## config.mk

```make
export PLATFORM = sky130hd
export DESIGN_NAME = rx_crc_strip_ctrl
export DESIGN_NICKNAME = d
export VERILOG_FILES = /design/src/rtl/rx_crc_strip_ctrl.sv
export SDC_FILE = /design/constraint.sdc
export NUM_CORES = 1
export LEC_CHECK = 0
export ABC_AREA = 1
export BUFFER_PORTS_ARGS = -buffer_cell sky130_fd_sc_hd__buf_4
export CELL_PAD_IN_SITES_DETAIL_PLACEMENT = 0
export CELL_PAD_IN_SITES_GLOBAL_PLACEMENT = 1
export CORE_MARGIN = 3
export CORE_UTILIZATION = 34
export CTS_CLUSTER_SIZE = 28
export DETAILED_ROUTE_END_ITERATION = 12
export GPL_TIMING_DRIVEN = 0
export PLACE_DENSITY = 0.84
export REMOVE_ABC_BUFFERS = 1
export SYNTH_ARGS = -nofsm -noshare
export SYNTH_HDL_FRONTEND = slang
export SYNTH_SLANG_ARGS = --single-unit
```

## constraint.sdc

```tcl
create_clock -name clk -period 2.6 [get_ports clk]
set_input_delay 0.13 -clock clk [delete_from_list [all_inputs] [get_ports clk]]
set_output_delay 0.13 -clock clk [all_outputs]
set_load 0.02 [all_outputs]
```

## src/rtl/rx_crc_strip_ctrl.sv

```systemverilog
// ---------------------------------------------------------------------------
// rx_crc_strip_ctrl
//
// Controls the 64x8 CRC-holding FIFO in the USB receive data path. Every
// received data-packet byte is pushed into the FIFO. A byte is forwarded
// downstream only once HOLD newer bytes sit behind it, so the trailing CRC16
// never leaves the block. At end-of-packet the held CRC bytes are popped
// silently and a one-cycle pkt_done reports the packet status.
//
// Build option:
//   RX_CRC_CHECK_EN  defined   -> CRC16 engine present, crc_err includes a
//                                 CRC residue mismatch.
//                    undefined -> no CRC engine, crc_err = overflow | short.
//
// Ports:
//   clk, n_rst            clock, asynchronous active-low reset
//   sop                   1-cycle pulse, data packet starts (after PID)
//   byte_valid, byte_in   received byte stream
//   eop                   1-cycle pulse, packet ended
//   fifo_w_enable/w_data  FIFO push interface
//   fifo_r_enable/r_data  FIFO pop interface (r_data is the current head)
//   fifo_empty/full       FIFO status
//   out_valid/data/ready  downstream payload handshake
//   pkt_done              1-cycle pulse, packet finished
//   crc_ok, crc_err       packet status, valid with pkt_done
//   overflow              sticky byte-drop flag, cleared on sop
// ---------------------------------------------------------------------------
module rx_crc_strip_ctrl #(
    parameter int HOLD  = 2,
    parameter int DEPTH = 64,
    parameter int CNT_W = 7
) (
    input  logic       clk,
    input  logic       n_rst,
    input  logic       sop,
    input  logic       byte_valid,
    input  logic [7:0] byte_in,
    input  logic       eop,
    output logic       fifo_w_enable,
    output logic [7:0] fifo_w_data,
    output logic       fifo_r_enable,
    input  logic [7:0] fifo_r_data,
    input  logic       fifo_empty,
    input  logic       fifo_full,
    output logic       out_valid,
    output logic [7:0] out_data,
    input  logic       out_ready,
    output logic       pkt_done,
    output logic       crc_ok,
    output logic       crc_err,
    output logic       overflow
);

    typedef enum logic [2:0] {IDLE, STREAM, DRAIN, FLUSH, DONE} state_t;

    localparam logic [CNT_W-1:0] HOLD_C  = CNT_W'(HOLD);
    localparam logic [CNT_W-1:0] DEPTH_C = CNT_W'(DEPTH);
    localparam logic [CNT_W-1:0] SAT_C   = CNT_W'(DEPTH + 1);
    localparam logic [CNT_W-1:0] ONE_C   = CNT_W'(1);

    state_t           state_q, state_d;
    logic [CNT_W-1:0] cnt_q;       // FIFO occupancy mirror
    logic [CNT_W-1:0] byte_cnt_q;  // received bytes, saturating
    logic             overflow_q;

    logic push, pop, drop, start, fwd, full;

`ifdef RX_CRC_CHECK_EN
    logic [15:0] crc_q;

    // USB CRC16: reflected polynomial, LSB of the byte first.
    function automatic logic [15:0] crc16_byte(input logic [15:0] crc,
                                               input logic [7:0]  data);
        logic [15:0] c;
        c = crc;
        for (int i = 0; i < 8; i++) begin
            if (c[0] ^ data[i]) c = (c >> 1) ^ 16'hA001;
            else                c = c >> 1;
        end
        return c;
    endfunction
`endif

    // Treat our own count as authoritative too, so cnt can never pass DEPTH.
    assign full = fifo_full | (cnt_q == DEPTH_C);

    // ---------------- next state / outputs ----------------
    always_comb begin
        // NOTE: every signal gets a default before the case so no path
        // leaves a value unassigned, which would infer a latch.
        state_d  = state_q;
        push     = 1'b0;
        pop      = 1'b0;
        drop     = 1'b0;
        start    = 1'b0;
        fwd      = 1'b0;
        pkt_done = 1'b0;
        crc_err  = 1'b0;
        crc_ok   = 1'b0;

        case (state_q)
            IDLE: begin
                if (sop) begin
                    start   = 1'b1;
                    state_d = STREAM;
                end
            end

            STREAM: begin
                fwd = (cnt_q > HOLD_C);
                pop = fwd & out_ready & ~fifo_empty;
                if (sop) begin
                    // Abort: the partial packet is discarded without status.
                    start   = 1'b1;
                    state_d = FLUSH;
                end else begin
                    push = byte_valid & ~full;
                    drop = byte_valid & full;
                    if (eop) state_d = DRAIN;
                end
            end

            DRAIN: begin
                if (cnt_q > HOLD_C) begin
                    fwd = 1'b1;
                    pop = out_ready & ~fifo_empty;
                end else begin
                    // Remaining bytes are the CRC: pop them unseen.
                    pop = (cnt_q != '0) & ~fifo_empty;
                    if (cnt_q <= ONE_C) state_d = DONE;
                end
            end

            FLUSH: begin
                pop = (cnt_q != '0) & ~fifo_empty;
                if (cnt_q <= ONE_C) state_d = STREAM;
            end

            DONE: begin
                pkt_done = 1'b1;
                crc_err  = overflow_q | (byte_cnt_q < HOLD_C);
`ifdef RX_CRC_CHECK_EN
                crc_err  = crc_err | (crc_q != 16'hB001);
`endif
                crc_ok   = ~crc_err;
                state_d  = IDLE;
            end

            default: state_d = IDLE;
        endcase
    end

    assign fifo_w_enable = push;
    assign fifo_w_data   = push ? byte_in : 8'h00;
    assign fifo_r_enable = pop;
    assign out_valid     = fwd;
    assign out_data      = fwd ? fifo_r_data : 8'h00;
    assign overflow      = overflow_q;

    // ---------------- state register ----------------
    always_ff @(posedge clk or negedge n_rst) begin
        // NOTE: sequential state uses non-blocking assignments so every
        // register samples pre-edge values regardless of block order.
        if (!n_rst) state_q <= IDLE;
        else        state_q <= state_d;
    end

    // ---------------- datapath registers ----------------
    always_ff @(posedge clk or negedge n_rst) begin
        if (!n_rst) begin
            cnt_q      <= '0;
            byte_cnt_q <= '0;
            overflow_q <= 1'b0;
        end else begin
            case ({push, pop})
                2'b10:   cnt_q <= cnt_q + ONE_C;
                2'b01:   cnt_q <= cnt_q - ONE_C;
                default: cnt_q <= cnt_q;
            endcase

            if (start) begin
                byte_cnt_q <= '0;
                overflow_q <= 1'b0;
            end else begin
                if ((state_q == STREAM) && byte_valid && (byte_cnt_q != SAT_C))
                    byte_cnt_q <= byte_cnt_q + ONE_C;
                if (drop) overflow_q <= 1'b1;
            end
        end
    end

`ifdef RX_CRC_CHECK_EN
    always_ff @(posedge clk or negedge n_rst) begin
        if (!n_rst)     crc_q <= 16'hFFFF;
        else if (start) crc_q <= 16'hFFFF;
        else if (push)  crc_q <= crc16_byte(crc_q, byte_in);
    end
`endif

endmodule

```

## After elaboration in Yosys (flattened, before gate mapping)

Cells that the tools add are included.

| operators by class | value |
|---|---|
| add/subtract/negate cells | 3 |
| multiply operators | 0 |
| divide/modulo/power cells | 0 |
| order comparisons | 3 |
| eq/ne operators | 13 |
| shift operators | 0 |
| multiplexer cells | 27 |
| bitwise operators | 11 |
| reductions and logical operators | 9 |

Operators by type and width:

| kind | count |
|---|---|
| two-way mux 3 bit | 6 |
| two-way mux 8 bit | 2 |
| adder 7 x 1 -> 7 bit (second input constant) | 2 |
| two-way mux 7 bit | 2 |
| one-hot mux 7 bit (2 select lines) | 1 |
| two-way mux 1 bit | 13 |
| one-hot mux 3 bit (4 select lines) | 1 |
| inequality test 2 bit (second input constant) | 4 |
| == test 7 bit (second input constant) | 1 |
| greater-than comparator 7 x 2 -> 1 bit (second input constant) | 1 |
| <= comparator 7 x 1 -> 1 bit (second input constant) | 1 |
| less-than comparator 7 x 2 -> 1 bit (second input constant) | 1 |
| inequality test 7 bit (second input constant) | 1 |
| nonzero test 7 bit | 1 |
| subtractor 7 x 1 -> 7 bit (second input constant) | 1 |
| AND 1 bit | 6 |
| == test 3 x 2 -> 1 bit (second input constant) | 2 |
| nonzero test 2 bit | 3 |
| AND reduction 5 bit | 1 |
| == test 3 x 1 -> 1 bit (second input constant) | 1 |
| == test 3 bit (second input constant) | 1 |
| logical NOT 3 bit | 1 |
| inequality test 3 bit (second input constant) | 1 |
| NOT 1 bit | 3 |
| 7 further kinds | 9 |

| word-level totals | value |
|---|---|
| register bits after elaboration | 18 |
| bits in latches | 0 |
| RAM bits | 0 |
| ROM bits | 0 |
| input bits | 24 |
| output and inout port bits | 23 |
| word-level logic and storage cells | 70 |
| memories | 0 |

## Logic depth before layout (Yosys ltp)

Gate-level depths: netlist of the first run.

| depth | value |
|---|---|
| depth in word-level cells | 8 |
| depth in mapped cells | 19 |
| gate-level depth less buffers | 18 |

## Worst setup path after synthesis of the first run

OpenSTA, ideal clock, no wires.

| path | value |
|---|---|
| path kind | register to register |
| start point | reg cnt_q[0] |
| end point | reg cnt_q[6] |
| library setup time | 117 ps |
| data arrival time | 2306 ps |
| data required time | 2483 ps |
| slack | 178 ps |
| cell stages (with the launch flop) | 18 |
| buffers on the path | 1 |
| clock period less this slack | 2422 ps |
| cell sequence | dfrtp_1 -> inv_1 -> ha_1 -> inv_1 -> nand2_1 -> nand2_1 -> nor2_1 -> inv_1 -> nand3_1 -> a21oi_1 -> ha_1 -> buf_2 -> inv_1 -> nand2_1 -> nor3b_1 -> nand2_1 -> nand2_1 -> nand2_1 |

| between the ends | value |
|---|---|
| elaborated cells on any way between the ends | 19 |
| classes of those cells | add/sub: 2; order compare: 1; eq/ne: 3; mux: 5; bitwise: 6; reduce/logical: 2 |

RTL lines:

| item | RTL line | text |
|---|---|---|
| start: declaration | 62 | `logic [CNT_W-1:0] cnt_q;` |
| start signal: assignment | 176 | `2'b10: cnt_q <= cnt_q + ONE_C;` |
| start signal: assignment | 177 | `2'b01: cnt_q <= cnt_q - ONE_C;` |
| start signal: assignment | 178 | `default: cnt_q <= cnt_q;` |
| greater-than comparator 7 x 2 -> 1 bit or nonzero test 7 bit (tied branches) | n/a |  |
| AND 1 bit (on tied branches) | 111, 129, 135 |  |
| AND 1 bit or two-way mux 1 bit (tied branches) | 111, 124 |  |
| one-hot mux 1 bit (3 select lines) * | 101 | `case (state_q)` |
| via fifo_r_enable | 41 | `output logic fifo_r_enable,` |
| == test 2 x 1 -> 1 bit or == test 2 bit (tied branches) | 175 | `case ({push, pop})` |
| one-hot mux 7 bit (2 select lines) or nonzero test 2 bit (tied branches) | n/a |  |

The timed path passes the listed nets; every way through them passes the cells marked *.
A chain may end at the register's enable or synchronous reset.

## Worst setup path in the final report of the first run

| path | value |
|---|---|
| start point | reg cnt_q[1] |
| end point | reg cnt_q[6] |

| between the ends | value |
|---|---|
| word-level cells in the longest chain between the ends | 8 |
| elaborated cells on any way between the ends | 19 |
| classes of those cells | add/sub: 2; order compare: 1; eq/ne: 3; mux: 5; bitwise: 6; reduce/logical: 2 |

Ends and longest elaborated chain:

| item |
|---|
| branches (longest 8 deep; another with greater-than comparator 7 x 2 -> 1 bit) |

Several ways; the timed one is not identified.

==> impl_metrics.py, run 1 <==
metrics = {
    "outcome": {
        "run_status": "complete, no violations",
    },
    "setup_path": {
        "start_kind": "register",
        "r2r_slack_ps": 340,
        "worst_setup_path_endpoint": "cnt_q[6]",
        "crit_type": "register to register",
        "ff2ff_path_depth": 13,
        "worst-path-max-fanout": 10,
        "regToRegStartpoint": "cnt_q[1]",
        "crit-reg2reg-capture": "cnt_q[6]",
        "crit_start": "cnt_q[1]",
        "cp.arrival_ps": 2410,
        "cp.required_ps": 2750,
        "worstSetupEndpointType": "register",
    },
    "timing": {
        "layout_min_cycle_time_ps": 2260,
        "clock-skew-final_ps": 5.19,
        "final.period_utilization_pct": 86.8,
        "setup_total_negative_slack_ps": 0,
        "timing.max_slew.rel_slack_pct": 73.5,
        "timing.fmax_mhz": 443,
        "final-setup-viol-count": 0,
        "rsz0062_at_grt": "false",
        "worstMarginPinSlew_ps": 395,
        "slew_violations": 0,
        "finalHoldViolations": 0,
        "finalWorstSetupSlack_ps": 342,
    },
    "clocking": {
        "tritoncts.num_buffers": 3,
        "cts_max_path_buffers": 2,
        "cts_tree": "done",
        "clk_root_buffer_cell": "sky130_fd_sc_hd__clkbuf_8",
        "clock_sink_count": 18,
        "worst_skew_pair_latency_ps": 260,
        "h-tree-depth": 1,
        "clock_transition_at_the_registers_of_the_reported_paths_ps": 80,
    },
    "drt": {
        "postRouteWirelength_mm": 3.41,
        "num_vias": 1465,
        "avgRoutedWirePerCell_um": 10.3,
        "drt_iter0_drc": 134,
        "wl_met2_mm": 1.65,
        "wl_met1_mm": 1.64,
        "detail_route.first_pass.iterations": 4,
        "vias_per_cell": 4.45,
        "drtAntennaViolNets": 0,
        "top_layer_used": "met4",
        "drcViolationCount": 0,
        "met3RoutedLength_um": 107,
    },
    "global_routing": {
        "first_global_vias": 1291,
        "aggregate_global_routing_overflow": 0,
        "antenna_found_initial": 0,
        "pin_count_of_the_biggest_net_entering_global_routing": 19,
        "grt_first_pass_wirelength_mm": 5.81,
        "groute.usage.overall_pct": 13.6,
    },
    "place": {
        "finalWeightedCongestion": 0.807,
        "pre_cts_slack_ps": 113,
        "dp.final_hpwl_mm": 2.67,
        "post-place-cells": 321,
        "number_of_i_o_port_buffers": 46,
    },
    "power": {
        "cell_internal_pwr_w": 0.000877,
        "seq_power_share_pct": 28.0,
        "power_leakage_nw": 1.12,
        "combinationalPowerShare_pct": 57.8,
        "power-per-cell-area_nw_per_um2": 859,
        "share_clk_of_total_power_pct": 14.2,
        "p_sw_w": 0.000801,
        "power_switching_share_pct": 47.8,
        "worst_ir_drop_vdd_v": 0.000520,
    },
    "finish": {
        "layout.filler_cells": 439,
        "drive_gt1_share_pct": 25.1,
        "final_common_cell": "sky130_fd_sc_hd__nand2_1",
        "finalNetCount": 311,
        "most-common-layout-cells": "sky130_fd_sc_hd__nand2_1 (59), sky130_fd_sc_hd__buf_4 (49), sky130_fd_sc_hd__inv_1 (45), sky130_fd_sc_hd__nor2_1 (37), sky130_fd_sc_hd__dfrtp_1 (17)",
        "post_layout_nonfiller_instances": 329,
        "antennaDiodeCount": 0,
        "multi_input_combinational_cell_area_um2": 831,
        "seqCellArea_um2": 452,
        "flow.area_growth_from_synthesis_pct": 32.8,
    },
    "floorplanning": {
        "io_pins": 47,
        "floorplan.die.width_um": 71.8,
        "starting_density_pct": 36.0,
        "height_of_the_chip_um": 71.8,
        "core_um2": 4090,
        "die_outline_area_um2": 5150,
        "placement_rows": 23,
    },
    "logic_synthesis": {
        "synth-seq-area-share_pct": 30.6,
        "netlist_instances": 227,
        "synth.avg_cell_area_um2": 6.48,
        "ys_seq_elements": 18,
        "synth-warning-count": 0,
        "netlist_area_um2": 1470,
        "yosys.cell_types.count": 25,
    },
    "job": {
        "maxCapViolations": 0,
    },
    "min_path": {
        "hold_path_class": "input port to register",
    },
}
-- what timing repair did --
action                     in CTS  in global routing
hold buffers                    1                  0
setup endpoints to repair       0                  5
hold endpoints to repair       18                  0
resized for setup               0                  2
buffers inserted                0                  3
-- logic make-up after synthesis --
| logic type | Yosys count | synth area share, % |
|---|---|---|
| XOR/XNOR | 6 | 3.57 |
| buffers and inverters | 49 | 13.1 |
| flip-flops | 18 | 30.6 |
| AND/OR/NAND/NOR | 133 | 41.1 |
| adder cells (fa/ha/maj) | 7 | 5.95 |
| AO/OA/AOI/OAI | 14 | 5.70 |
-- area by class of cell --
type                       instances  area share, %
inverter                          47           9.03
multi-input combinational        160           42.5
sequential                        18           23.1
clock buffer                       4           2.82
timing repair buffer              50           19.3
tap                               50           3.20
-- layer usage --
metal,vias to the layer above,global-route usage (%)
met5,-,0
met4,0,1.25
met3,2,3.23
met2,13,21.4
met1,662,19.5
li1,788,-
-- through the flow --
step | hold WS, ps | utilization (%) | area [µm²] | total power (W)
2_1_floorplan | -166 | - | 1460 | 0.00112
3_3_place_gp | 23.7 | 45.6 | 1860 | 0.00142
3_5_place_dp | 21.8 | 45.6 | 1860 | 0.00142
4_1_cts | 171 | 47.2 | 1930 | 0.00167
5_1_grt | 191 | 47.8 | 1950 | 0.00185
6_report | 175 | 47.8 | 1950 | 0.00168
-- how the worst min path moves through the flow --
stage | startpoint | endpoint | cells past startpoint
finish | sop | overflow | 4
global route | sop | overflow | 4
CTS | sop | overflow | 4
detailed placement | n_rst | cnt_q[3] | 1
global placement | n_rst | cnt_q[3] | 1
floorplan | n_rst | byte_cnt_q[0] | 0
-- synth_stat cells (all sizes together) --
cell,n,area [µm²]
a21boi,1,7.51
a21oi,4,20.0
and3,1,6.26
buf,2,16.3
dfrtp,18,450
ha,7,87.6
inv,47,176
nand2,61,239
nand3,17,97.6
nand3b,1,7.51
nand4,5,31.3
nor2,46,210
nor3,1,5.00
nor3b,1,7.51
o21ai,9,56.3
xnor2,2,17.5
xor2,4,35.0
-- power groups by stage --
| stage | logic, W | registers (W) | clock network, W |
|---|---|---|---|
| after CTS | 0.000958 | 0.000468 | 0.000245 |
| after global placement | 0.000953 | 0.000472 | 0 |
| final | 0.000970 | 0.000470 | 0.000238 |
| after detailed placement | 0.000952 | 0.000473 | 0 |
| after global routing | 0.00110 | 0.000491 | 0.000257 |
| after floorplan | 0.000663 | 0.000455 | 0 |
-- flip-flops by register name, summed over array words and instances (netlist names) --
signal / cells
byte_cnt_q: 7
cnt_q: 7
overflow: 1
state_q: 3
-- worst max-delay path, cell delays in order (launching register included) --
cell	delay (ps)
sky130_fd_sc_hd__dfrtp_1	460
sky130_fd_sc_hd__inv_1	110
sky130_fd_sc_hd__ha_1	180
sky130_fd_sc_hd__nand2_1	90
sky130_fd_sc_hd__nor2_1	150
sky130_fd_sc_hd__nand2_1	130
sky130_fd_sc_hd__nand3_4	170
sky130_fd_sc_hd__ha_2	240
sky130_fd_sc_hd__inv_1	90
sky130_fd_sc_hd__nand2_1	90
sky130_fd_sc_hd__nor3b_1	260
sky130_fd_sc_hd__nand2_1	90
sky130_fd_sc_hd__nand2_1	60
sky130_fd_sc_hd__nand2_1	40
Note: power is estimated with default switching activity, not from simulation.
==> inputs of run 2 (changes only) <==
--- a/config.mk
+++ b/config.mk
@@ -5,16 +5,15 @@
 export SDC_FILE = /design/constraint.sdc
 export NUM_CORES = 1
 export LEC_CHECK = 0
-export ABC_AREA = 1
 export BUFFER_PORTS_ARGS = -buffer_cell sky130_fd_sc_hd__buf_4
 export CELL_PAD_IN_SITES_DETAIL_PLACEMENT = 0
 export CELL_PAD_IN_SITES_GLOBAL_PLACEMENT = 1
 export CORE_MARGIN = 3
-export CORE_UTILIZATION = 34
+export CORE_UTILIZATION = 35
 export CTS_CLUSTER_SIZE = 28
 export DETAILED_ROUTE_END_ITERATION = 12
 export GPL_TIMING_DRIVEN = 0
-export PLACE_DENSITY = 0.84
+export PLACE_DENSITY = 0.85
 export REMOVE_ABC_BUFFERS = 1
 export SYNTH_ARGS = -nofsm -noshare
 export SYNTH_HDL_FRONTEND = slang
==> run 2 against run 1 <==
- count of clock-buffer cells in the layout unchanged
- core utilization up 8.5 points
- register-to-register slack worse by 340 ps
- via count down 21%
- power up 15%
- setup slack worse by 340 ps
==> impl_metrics.py, run 2 <==
metrics = {
    "floorplanning": {
        "io_pins": 47,
        "starting_density_pct": 38.6,
        "die_outline_area_um2": 4280,
        "floorplan.die.width_um": 65.4,
        "core_um2": 3200,
        "placement_rows": 20,
        "height_of_the_chip_um": 65.4,
    },
    "finish": {
        "drive_gt1_share_pct": 39.8,
        "fin_util_pct": 56.4,
        "largest_registers": "byte_cnt_q: 7 flops, cnt_q: 7 flops, state_q: 3 flops",
        "seqCellArea_um2": 453,
        "flow.area_growth_from_synthesis_pct": 46.2,
        "antennaDiodeCount": 0,
        "layout.filler_cells": 323,
        "final_common_cell": "sky130_fd_sc_hd__buf_4",
        "multi_input_combinational_cell_area_um2": 797,
        "finalNetCount": 228,
        "postLayoutCellArea_um2": 1810,
        "most-common-layout-cells": "sky130_fd_sc_hd__buf_4 (57), sky130_fd_sc_hd__and2_1 (17), sky130_fd_sc_hd__dfrtp_1 (16), sky130_fd_sc_hd__nor2_1 (11), sky130_fd_sc_hd__nand2_1 (11)",
    },
    "drt": {
        "num_vias": 1154,
        "drtAntennaViolNets": 0,
        "vias_per_cell": 4.81,
        "detail_route.first_pass.iterations": 5,
        "drcViolationCount": 0,
        "postRouteWirelength_mm": 3.19,
        "avgRoutedWirePerCell_um": 13.3,
        "drt_iter0_drc": 68,
    },
    "logic_synthesis": {
        "synth-seq-area-share_pct": 36.5,
        "synth-adder-area-share_pct": 7.09,
        "synth_ff_type": "sky130_fd_sc_hd__dfrtp_1",
        "netlist.area_leader.share_pct": 36.5,
        "synthArstFlopShare_pct": 100,
        "netlist_instances": 138,
        "main_combinational_cell_family_by_area_after_synthesis": "simple AND/OR/NAND/NOR gates",
        "yosys.cell_types.count": 37,
        "synth_edf_count": 0,
        "synth.most_common_cell": "sky130_fd_sc_hd__dfrtp_1",
        "synth_compound_area_share_pct": 11.7,
        "ys_top_cells_by_count": "sky130_fd_sc_hd__dfrtp_1 (18), sky130_fd_sc_hd__and2_1 (17), sky130_fd_sc_hd__nor2_1 (12)",
        "synth-warning-count": 0,
        "synth_top_cell_by_area": "sky130_fd_sc_hd__dfrtp_1",
        "synth.avg_cell_area_um2": 8.95,
        "synthSimpleGateAreaFrac_pct": 32.1,
        "share_of_synthesized_area_spent_on_multiplexers_pct": 0,
        "yosys.area_share.xor_xnor_pct": 9.22,
        "netlist_area_um2": 1230,
        "synthTopCellsByArea": "sky130_fd_sc_hd__dfrtp_1 (36%), sky130_fd_sc_hd__and2_1 (8.6%), sky130_fd_sc_hd__ha_1 (7.1%)",
        "ys_seq_elements": 18,
    },
    "setup_path": {
        "path_delay_family": "simple AND/OR/NAND/NOR gates",
        "worst-path-max-fanout": 6,
        "cp.required_ps": 2840,
        "critPathBufInv": 0,
        "cp.arrival_ps": 2840,
        "critical_path.max_stage_delay_ps": 580,
        "path_cells": "or4_4 > nor3_4 > nor2_2 > o2bb2ai_2 > ha_4 > or4b_4 > nor3_2 > o21ba_2 > xor2_1",
        "start_kind": "register",
        "r2r_slack_ps": 3,
        "crit_type": "register to register",
        "cp_slowest_cell": "sky130_fd_sc_hd__or4_4",
        "worstSetupEndpointType": "register",
    },
    "place": {
        "finalWeightedCongestion": 0.820,
        "number_of_i_o_port_buffers": 46,
        "dp.final_hpwl_mm": 2.36,
        "post_dp_cell_area_um2": 1620,
    },
    "global_routing": {
        "grt_first_pass_wirelength_mm": 5.08,
        "groute.usage.overall_pct": 15.2,
        "pin_count_of_the_biggest_net_entering_global_routing": 19,
        "first_global_vias": 1096,
        "antenna_found_initial": 0,
        "aggregate_global_routing_overflow": 0,
    },
    "clocking": {
        "clock_sink_count": 18,
        "clock_transition_at_the_registers_of_the_reported_paths_ps": 120,
        "cts_tree": "done",
        "h-tree-depth": 1,
        "cts_max_path_buffers": 2,
        "clk_root_buffer_cell": "sky130_fd_sc_hd__clkbuf_4",
        "tritoncts.num_buffers": 3,
        "worst_skew_pair_latency_ps": 300,
    },
    "timing": {
        "final.period_utilization_pct": 99.9,
        "final-setup-viol-count": 0,
        "setup_total_negative_slack_ps": 0,
        "timing.fmax_mhz": 385,
        "timing.max_slew.rel_slack_pct": 64.7,
        "worstMarginPinSlew_ps": 522,
        "clock-skew-final_ps": 9.73,
        "finalHoldViolations": 0,
        "hold_worst_slack_ps": 113,
        "slew_violations": 0,
        "rsz0062_at_grt": "true",
        "layout_min_cycle_time_ps": 2600,
    },
    "outcome": {
        "run_status": "complete, no violations",
    },
    "power": {
        "power-per-cell-area_nw_per_um2": 1070,
        "power_leakage_nw": 0.849,
        "worst_ir_drop_vdd_v": 0.000706,
    },
    "job": {
        "maxCapViolations": 0,
    },
    "min_path": {
        "hold_path_class": "input port to register",
    },
}
run 2: cell types whose count changed in the layout (fill, tap and decap cells not counted), sizes merged, moves of 3 or more:
| cell | change |
|---|---|
| nand2 | -50 |
| inv | -40 |
| nor2 | -33 |
| and2 | +17 |
| nand3 | -16 |
| buf | +8 |
| nor3 | +8 |
| xnor2 | +4 |
| nand4 | -3 |
| xor2 | +3 |
run 2: cells by family (layout without fill, tap and decap cells):
| group | Yosys count | in the layout |
|---|---|---|
| DFF | 18 | 18 |
| AOI/OAI and AO/OA | 22 | 22 |
| and+or+nand+nor | 67 | 67 |
| adders and majority gates | 7 | 7 |
| buffers and inverters | 11 | 69 |
| xor gates and xnor gates | 13 | 13 |
run 2: report_power, final:
group	internal (W)	switching (W)	total, W
Clock	0.0000854	0.0000953	0.000181
Combinational	0.000608	0.000614	0.00122
Sequential	0.000372	0.000147	0.000519
Total	0.00107	0.000857	0.00192
run 2: area by class of cell:
class / instances / area share, %
Multi-Input combinational cell: 109 / 44.1
Timing Repair Buffer: 58 / 24.3
Sequential cell: 18 / 25.1
Clock buffer: 4 / 2.01
Inverter: 7 / 1.46
Tap cell: 44 / 3.05
run 2: metrics by stage:
stage | cells | worst slack, ps | power (W)
after detailed placement | 224 | -290 | 0.00149
after floorplan | 134 | -358 | 0.00114
after CTS | 234 | 8.20 | 0.00182
final | 240 | 3.06 | 0.00192
after global placement | 224 | -235 | 0.00146
after global routing | 240 | -114 | 0.00207
run 2: repair_timing:
item | in CTS | in global routing
gates resized for setup | 6 | 8
hold buffers | 1 | 0
setup buffers | 5 | 6
hold endpoints to repair | 18 | 0
pin swaps | 4 | 6
setup endpoints to repair | 3 | 4
run 2: worst paths after layout:
path | cells after the start | from | endpoint
min in group asynchronous | 2 | n_rst | byte_cnt_q[5]
max in group asynchronous | 2 | n_rst | cnt_q[0]
max reg2reg | 9 | cnt_q[4] | cnt_q[5]
min reg2reg | 1 | cnt_q[0] | cnt_q[0]
max | 9 | cnt_q[4] | cnt_q[5]
min | 4 | sop | overflow
run 2: worst register-to-register path: cells and delay by family (launching register included):
family / cells / cell delay [ps]
AND/OR/NAND/NOR: 5 / 1400
flip-flops: 1 / 440
AO/OA/AOI/OAI: 2 / 370
adder cells (fa/ha/maj): 1 / 190
XOR/XNOR: 1 / 130
run 2: per-layer routing:
layer / vias up / track usage [%] / wire length, µm
met1: 539 / 19.1 / 1380
met2: 20 / 26.4 / 1670
met3: 6 / 4.62 / 106
met4: 0 / 1.55 / 29
met5: - / 0 / 0
li1: 589 / - / -
